## src/rtl/uart_rx.sv

```systemverilog
// ---------------------------------------------------------------------------
// uart_rx
//   8N1 UART receiver. The asynchronous serial line is brought into the clk
//   domain through a two-flop synchronizer. A small FSM then samples each bit
//   near its centre. Each correctly framed byte is presented on rx_data
//   together with a one-cycle valid strobe.
//
// Ports
//   clk            in   1  system clock, rising edge
//   rst            in   1  synchronous, active-high reset
//   serial_data_in in   1  asynchronous serial line, idles high
//   rx_data        out  8  last byte received with a valid stop bit
//   rx_valid       out  1  one-cycle pulse when rx_data is updated
//   rx_frame_err   out  1  one-cycle pulse when the stop bit is sampled low
// ---------------------------------------------------------------------------
module uart_rx #(
    parameter int CLK_FREQ  = 50_000_000,
    parameter int BAUD_RATE = 115_200
) (
    input  logic       clk,
    input  logic       rst,
    input  logic       serial_data_in,
    output logic [7:0] rx_data,
    output logic       rx_valid,
    output logic       rx_frame_err
);

    localparam int CLKS_PER_BIT = CLK_FREQ / BAUD_RATE;
    localparam int HALF_BIT     = CLKS_PER_BIT / 2;
    localparam int CNT_W        = $clog2(CLKS_PER_BIT + 1);

    localparam logic [CNT_W-1:0] BIT_END  = CNT_W'(CLKS_PER_BIT - 1);
    localparam logic [CNT_W-1:0] HALF_END = CNT_W'(HALF_BIT - 1);

    typedef enum logic [2:0] {
        IDLE  = 3'd0,
        START = 3'd1,
        DATA  = 3'd2,
        STOP  = 3'd3,
        BREAK = 3'd4
    } state_t;

    state_t            state, state_n;
    logic [CNT_W-1:0]  cnt, cnt_n;
    logic [2:0]        bit_idx, bit_idx_n;
    logic [7:0]        shift, shift_n;
    logic [7:0]        data_n;
    logic              valid_n;
    logic              ferr_n;

    logic              sync_p0;
    logic              rx_s;

    // Synchronizer stage: flops reset to the idle (high) line level so that
    // leaving reset never looks like a start bit.
    always_ff @(posedge clk) begin
        if (rst) begin
            sync_p0 <= 1'b1;
            rx_s    <= 1'b1;
        end else begin
            sync_p0 <= serial_data_in;
            rx_s    <= sync_p0;
        end
    end

    // Registered FSM state, counters and outputs.
    always_ff @(posedge clk) begin
        if (rst) begin
            state        <= IDLE;
            cnt          <= '0;
            bit_idx      <= '0;
            shift        <= '0;
            rx_data      <= '0;
            rx_valid     <= 1'b0;
            rx_frame_err <= 1'b0;
        end else begin
            state        <= state_n;
            cnt          <= cnt_n;
            bit_idx      <= bit_idx_n;
            shift        <= shift_n;
            rx_data      <= data_n;
            rx_valid     <= valid_n;
            rx_frame_err <= ferr_n;
        end
    end

    always_comb begin
        state_n   = state;
        cnt_n     = cnt + 1'b1;
        bit_idx_n = bit_idx;
        shift_n   = shift;
        data_n    = rx_data;
        valid_n   = 1'b0;
        ferr_n    = 1'b0;

        unique case (state)
            IDLE: begin
                if (!rx_s) begin
                    state_n = START;
                end
            end

            START: begin
                // Re-check the line at mid start bit; a high level here was
                // only a glitch and produces no output activity.
                if (cnt == HALF_END) begin
                    if (!rx_s) begin
                        state_n   = DATA;
                        bit_idx_n = '0;
                    end else begin
                        state_n = IDLE;
                    end
                end
            end

            DATA: begin
                if (cnt == BIT_END) begin
                    shift_n[bit_idx] = rx_s;
                    cnt_n            = '0;
                    if (bit_idx == 3'd7) begin
                        state_n = STOP;
                    end else begin
                        bit_idx_n = bit_idx + 3'd1;
                    end
                end
            end

            STOP: begin
                // Leave at mid stop bit so that a start bit directly after
                // the stop bit is still seen from IDLE.
                if (cnt == BIT_END) begin
                    if (rx_s) begin
                        data_n  = shift;
                        valid_n = 1'b1;
                        state_n = IDLE;
                    end else begin
                        ferr_n  = 1'b1;
                        state_n = BREAK;
                    end
                end
            end

            BREAK: begin
                // A line held low must return high before a new frame can start.
                if (rx_s) begin
                    state_n = IDLE;
                end
            end

            default: begin
                state_n = IDLE;
            end
        endcase

        if (state_n != state) begin
            cnt_n = '0;
        end
    end

endmodule

```

## config.mk

```make
export PLATFORM = sky130hd
export DESIGN_NAME = uart_rx
export DESIGN_NICKNAME = d
export VERILOG_FILES = /design/src/rtl/uart_rx.sv
export SDC_FILE = /design/constraint.sdc
export NUM_CORES = 1
export LEC_CHECK = 0
export CAP_MARGIN = 15
export CORE_MARGIN = 4
export CORE_UTILIZATION = 55
export DETAILED_ROUTE_END_ITERATION = 12
export GPL_TIMING_DRIVEN = 0
export MAX_ROUTING_LAYER = met4
export PLACE_DENSITY = 0.77
export SYNTH_ARGS = -nofsm -noshare
export SYNTH_HDL_FRONTEND = slang
export SYNTH_SLANG_ARGS = --single-unit
```

## constraint.sdc

```tcl
create_clock -name clk -period 2.1 [get_ports clk]
set_input_delay 0.42 -clock clk [delete_from_list [all_inputs] [get_ports clk]]
set_output_delay 0.42 -clock clk [all_outputs]
set_load 0.02 [all_outputs]
```

---- Word-level counts from Yosys, hierarchy flattened ----
Index checks and enable logic that the tools add are counted.
word-level totals
  flip-flop bits (word level) ............. 35
  input bits .............................. 3
  output and inout bits ................... 10
  logic and storage cells ................. 56
cells by class
  add/sub/neg operators ................... 2
  $lt $le $gt $ge ......................... 2
  equality and inequality tests ........... 12
  muxes and demuxes ....................... 21
  bitwise operators ....................... 2
  reductions and logical operators ........ 8
operators by type and width
  kind                                                                                  count
  3-bit two-way mux                                                                     11
  9-bit two-way mux                                                                     2
  3-bit case mux with 5 select lines                                                    1
  9-bit by 1-bit adder with 9-bit output (second input constant)                        1
  9-bit by 8-bit == test with 1-bit output (second input constant)                      1
  9-bit == test (second input constant)                                                 1
  8-bit bitwise mux                                                                     1
  2-bit != test (second input constant)                                                 4
  3-bit by 2-bit == test with 1-bit output (second input constant)                      2
  3-bit == test (second input constant)                                                 2
  3-bit case mux with 2 select lines                                                    1
  5-bit AND reduction                                                                   1
  3-bit by 4-bit < comparator with 1-bit output (second input constant)                 1
  3-bit by 1-bit adder with 3-bit output (second input constant)                        1
  1-bit demux with 3-bit select                                                         1
  3-bit by 1-bit == test with 1-bit output (second input constant)                      1
  3-bit by 1-bit greater-or-equal comparator with 1-bit output (second input constant)  1
  3-bit zero test                                                                       1
  1-bit two-way mux                                                                     3
  3-bit != test                                                                         1
  3-bit AND reduction                                                                   1
  3-bit OR reduction                                                                    1
  2-bit two-way mux                                                                     1
  1-bit inverter                                                                        2
  4 further kinds                                                                       4

---- Logic depth before layout (Yosys ltp) ----
  depth after elaboration ................. 6
  depth in mapped cells ................... 7
  mapped depth without buffers ............ 6

---- Worst setup path after synthesis ----
OpenSTA, ideal clock, no wires.
  path kind ............................... flip-flop to flip-flop
  from .................................... register cnt[0]
  to ...................................... register cnt[7]
  library setup time ...................... 0.086 ns
  arrival ................................. 1.597 ns
  required time ........................... 2.014 ns
  slack ................................... 0.417 ns
  stages on the path, launching flop included .. 8
  buffers on the path ..................... 1
  clock period less this slack ............ 1.683 ns
  cells stage by stage .................... dfxtp_1 inv_1 ha_1 and4bb_1 and2_1 o311a_1 clkbuf_1 a211oi_1
between the ends
  longest elaborated chain between the ends .. 5
  elaborated cells between the ends (all ways) .. 11
  classes of those cells .................. add/sub: 1; eq/ne: 3; mux: 6; reduce/logical: 1
ends and longest elaborated chain
  element                                                                           line           source
  start, declared                                                                   44             logic [CNT_W-1:0] cnt, cnt_n;
  start signal, assigned                                                            78             cnt <= cnt_n;
  9-bit == test / 9-bit by 8-bit == test with 1-bit output (equally long branches)  117, 131, 106
  3-bit two-way mux (on tied branches)                                              131, 106, 117
  3-bit case mux with 5 select lines                                                96             unique case (state)
  3-bit != test                                                                     155            if (state_n != state) begin
  2-bit OR reduction (no source line)                                               n/a
Several ways; a longest one is shown, not always the timed one.
A chain may end at the register's enable or synchronous reset.

---- Worst setup path in the final report ----
  from .................................... register cnt[0]
  to ...................................... register rx_data[2]
between the ends
  longest elaborated chain between the ends .. 2
ends and longest elaborated chain
  element                               line  source
  9-bit == test                         131   if (cnt == BIT_END) begin
  3-bit AND reduction (no source line)  n/a
  end signal, assigned                  81    rx_data <= data_n;
  end, declared                         23    output logic [7:0] rx_data,
Every way passes these cells.

==> impl_metrics.ini <==
[sta]
layout_worst_path_cycle_share_pct = 91.15
whs_ps = 430.1
max_freq_mhz = 522.4
setup_viol_count_final = 0
drv_slew = 0
finalSetupTns_ps = 0
rsz0062_at_grt = false
fin_crit_ps = 1914
hold_viol = 0
skew_ps = 5.607
tightest_slew_ps = 625.6
setup_ws_ps = 185.8
slew_headroom_pct = 58.17

[place]
dpl_cell_area_mm2 = 0.001775
place_congestion = 0.7945
post-place-ws_ps = 66.89
hpwl_mm = 2.266
port_buffers = 11

[cts]
cts_made_buffers = 5
htree_levels = 2
clk_pin_slew_ps = 100
clock-root-buffer = clkbuf_4
cts_tree = yes
cts.sinks = 35
insertion_delay_ps = 330
cts_buffer_depth = 2
ctsHoldBuffers = 0

[setup_path]
crit_buf_inv = 0
worstSetupPathType = flop to flop
startpoint_type = flop
critPathArrivalTime_ps = 2120
crit_fanout = 8
worst_path_largest_cell_delay_ps = 530
critical_path.slowest_cell = nand4_1
crit_required_ps = 2310
crit_path_cell_trace = ha_1 > and4bb_1 > nand4_1 > mux2i_1 > nor2_1
crit_path_end_kind = flop
crit_family = simple AND/OR/NAND/NOR gates

[synthesis]
yosysTopAreaCell = dfxtp_1
synth_area_leaders = dfxtp_1, mux2i_1, ha_1
synth-edff-count = 0
synthAdderAreaFrac_pct = 3.846
ys_seq_elements = 35
seq_area_frac_synth_pct = 43.08
synth_top_area_share_pct = 43.08
yosys.area_share.simple_pct = 28.31
ys_async_sr_fraction_pct = 0
synth_xor_area_share_pct = 3.231
synth_mux_area_share_pct = 9.846
netlist_area_mm2 = 0.001627
netlist_top_cells_count = dfxtp_1, mux2i_1, nand2_1, nor2_1, nor3_1
yosysMostFrequentCell = dfxtp_1
synth_top_family_by_area = simple AND/OR/NAND/NOR gates
synth_compound_area_share_pct = 8.615
ys.flop_type = dfxtp_1
yosys_warnings = 0
syn-num-nets = 178
syn-instance-count = 170
yosysUniqueCellTypes = 43
syn_avg_cell_area_um2 = 9.568

[global_routing]
grt_usage_pct = 18.21
grt_pass1_wl_mm = 5.651
antenna_found_initial = 0
grt_max_degree = 11
grt_pass1_vias = 1304
grt_overflow = 0

[detailed_routing]
postRouteAntennaNets = 0
drc = 0
dr_wl_met3_um = 127
routed_via_density = 5.904
drtIter0Drc = 109
top_layer = met4
drt-met1-wl_mm = 1.524
dr.pass1.iters = 4
finalWirelength_mm = 3.195
wl_per_cell_um = 14.59
wl_met2_mm = 1.496
vias = 1293

[finish]
area_growth_syn_to_layout_pct = 12.00
drive_gt1_share_pct = 7.979
finalCoreUtilization_pct = 65.50
fin_nets = 195
final_area_mm2 = 0.001822
n_antenna_cell = 0

[run]
cap_viol_max_count = 0

[die]
initial_core_util_pct = 58.48
core_mm2 = 0.002781
die_w_um = 62.38
placementRows = 19
io_pins = 13
die-height_um = 62.38
dieArea_mm2 = 0.003891

[power]
peakVddDrop_uv = 572.0
cellPowerDensity_mw_per_mm2 = 588.2
p_leak_nw = 0.7572

[worst_hold_path]
hp-class = flop to flop

[outcome]
run_status = finished, final reports clean
cells by family (layout without fill, tap and decap cells):
logic type | count (synthesis) | after routing
compound gates | 19 | 19
buf+inv | 13 | 31
mux | 16 | 16
simple gates | 76 | 76
flops | 35 | 35
xor+xnor | 6 | 6
fa+ha+maj | 5 | 5
routing by layer:
layer | vias up | GRT usage, %
li1 | 649 | -
met1 | 607 | 22.62
met2 | 30 | 28.11
met3 | 7 | 5.036
met4 | 0 | 6.897
met5 | - | -
flip-flops by register name, summed over array words and instances (netlist names):
signal	cells
shift	8
rx_frame_err	1
state	3
rx_data	8
cnt	9
rx_valid	1
rx_s	1
bit_idx	3
sync_p0	1
through the flow:
step / std cells / total power (W)
after floorplan: 170 / 0.0007264
after global placement: 212 / 0.0007384
after detailed placement: 212 / 0.0007429
after CTS: 220 / 0.001077
after global routing: 219 / 0.001125
final: 219 / 0.001072
final timing paths:
kind / to / start / cells after the start / slack, ps
max: rx_data[2] / cnt[0] / 5 / 190
min: rx_s / sync_p0 / 1 / 430
max reg2reg: rx_data[2] / cnt[0] / 5 / 190
min reg2reg: rx_s / sync_p0 / 1 / 430
worst reg2reg max path, cell delays in order (launching register included):
cell and delay, ps:
dfxtp_1 400, ha_1 190, and4bb_1 280, nand4_1 530
mux2i_1 340, nor2_1 60
repair_timing:
| action | 4_1_cts | 5_1_grt |
|---|---|---|
| setup buffers | 0 | 0 |
| resized for setup | 0 | 1 |
| endpoints found under the setup margin | 0 | 9 |
power breakdown:
group / leakage, nW / internal, W / switching, W / total [W]
Sequential: 0.283 / 0.000671 / 0.00000754 / 0.000679
Clock: 0.0293 / 0.000130 / 0.000213 / 0.000344
Combinational: 0.445 / 0.0000185 / 0.0000306 / 0.0000491
cells in the final DEF, fill, tap and decap left out, types with 4 or more instances in the layout:
master            n
clkbuf_4          5
inv_1             7
mux2i_1          16
clkdlybuf4s50_1  11
clkbuf_1          6
nor2_1           11
ha_1              5
nor3_1            9
dfxtp_1          35
nand2_1          15
xnor2_1           4
nand3_1           8
final cells by class:
class / instances / area (um2)
Clock inverter: 1 / 5.005
Inverter: 7 / 26.28
Multi-Input combinational cell: 122 / 875.8
Tap cell: 31 / 38.79
Timing Repair Buffer: 11 / 110.1
Buffer: 5 / 20.02
Fill cell: 227 / 959.7
Sequential cell: 35 / 700.7
Clock buffer: 7 / 45.04
No activity file was read; power rests on OpenSTA's default activity.
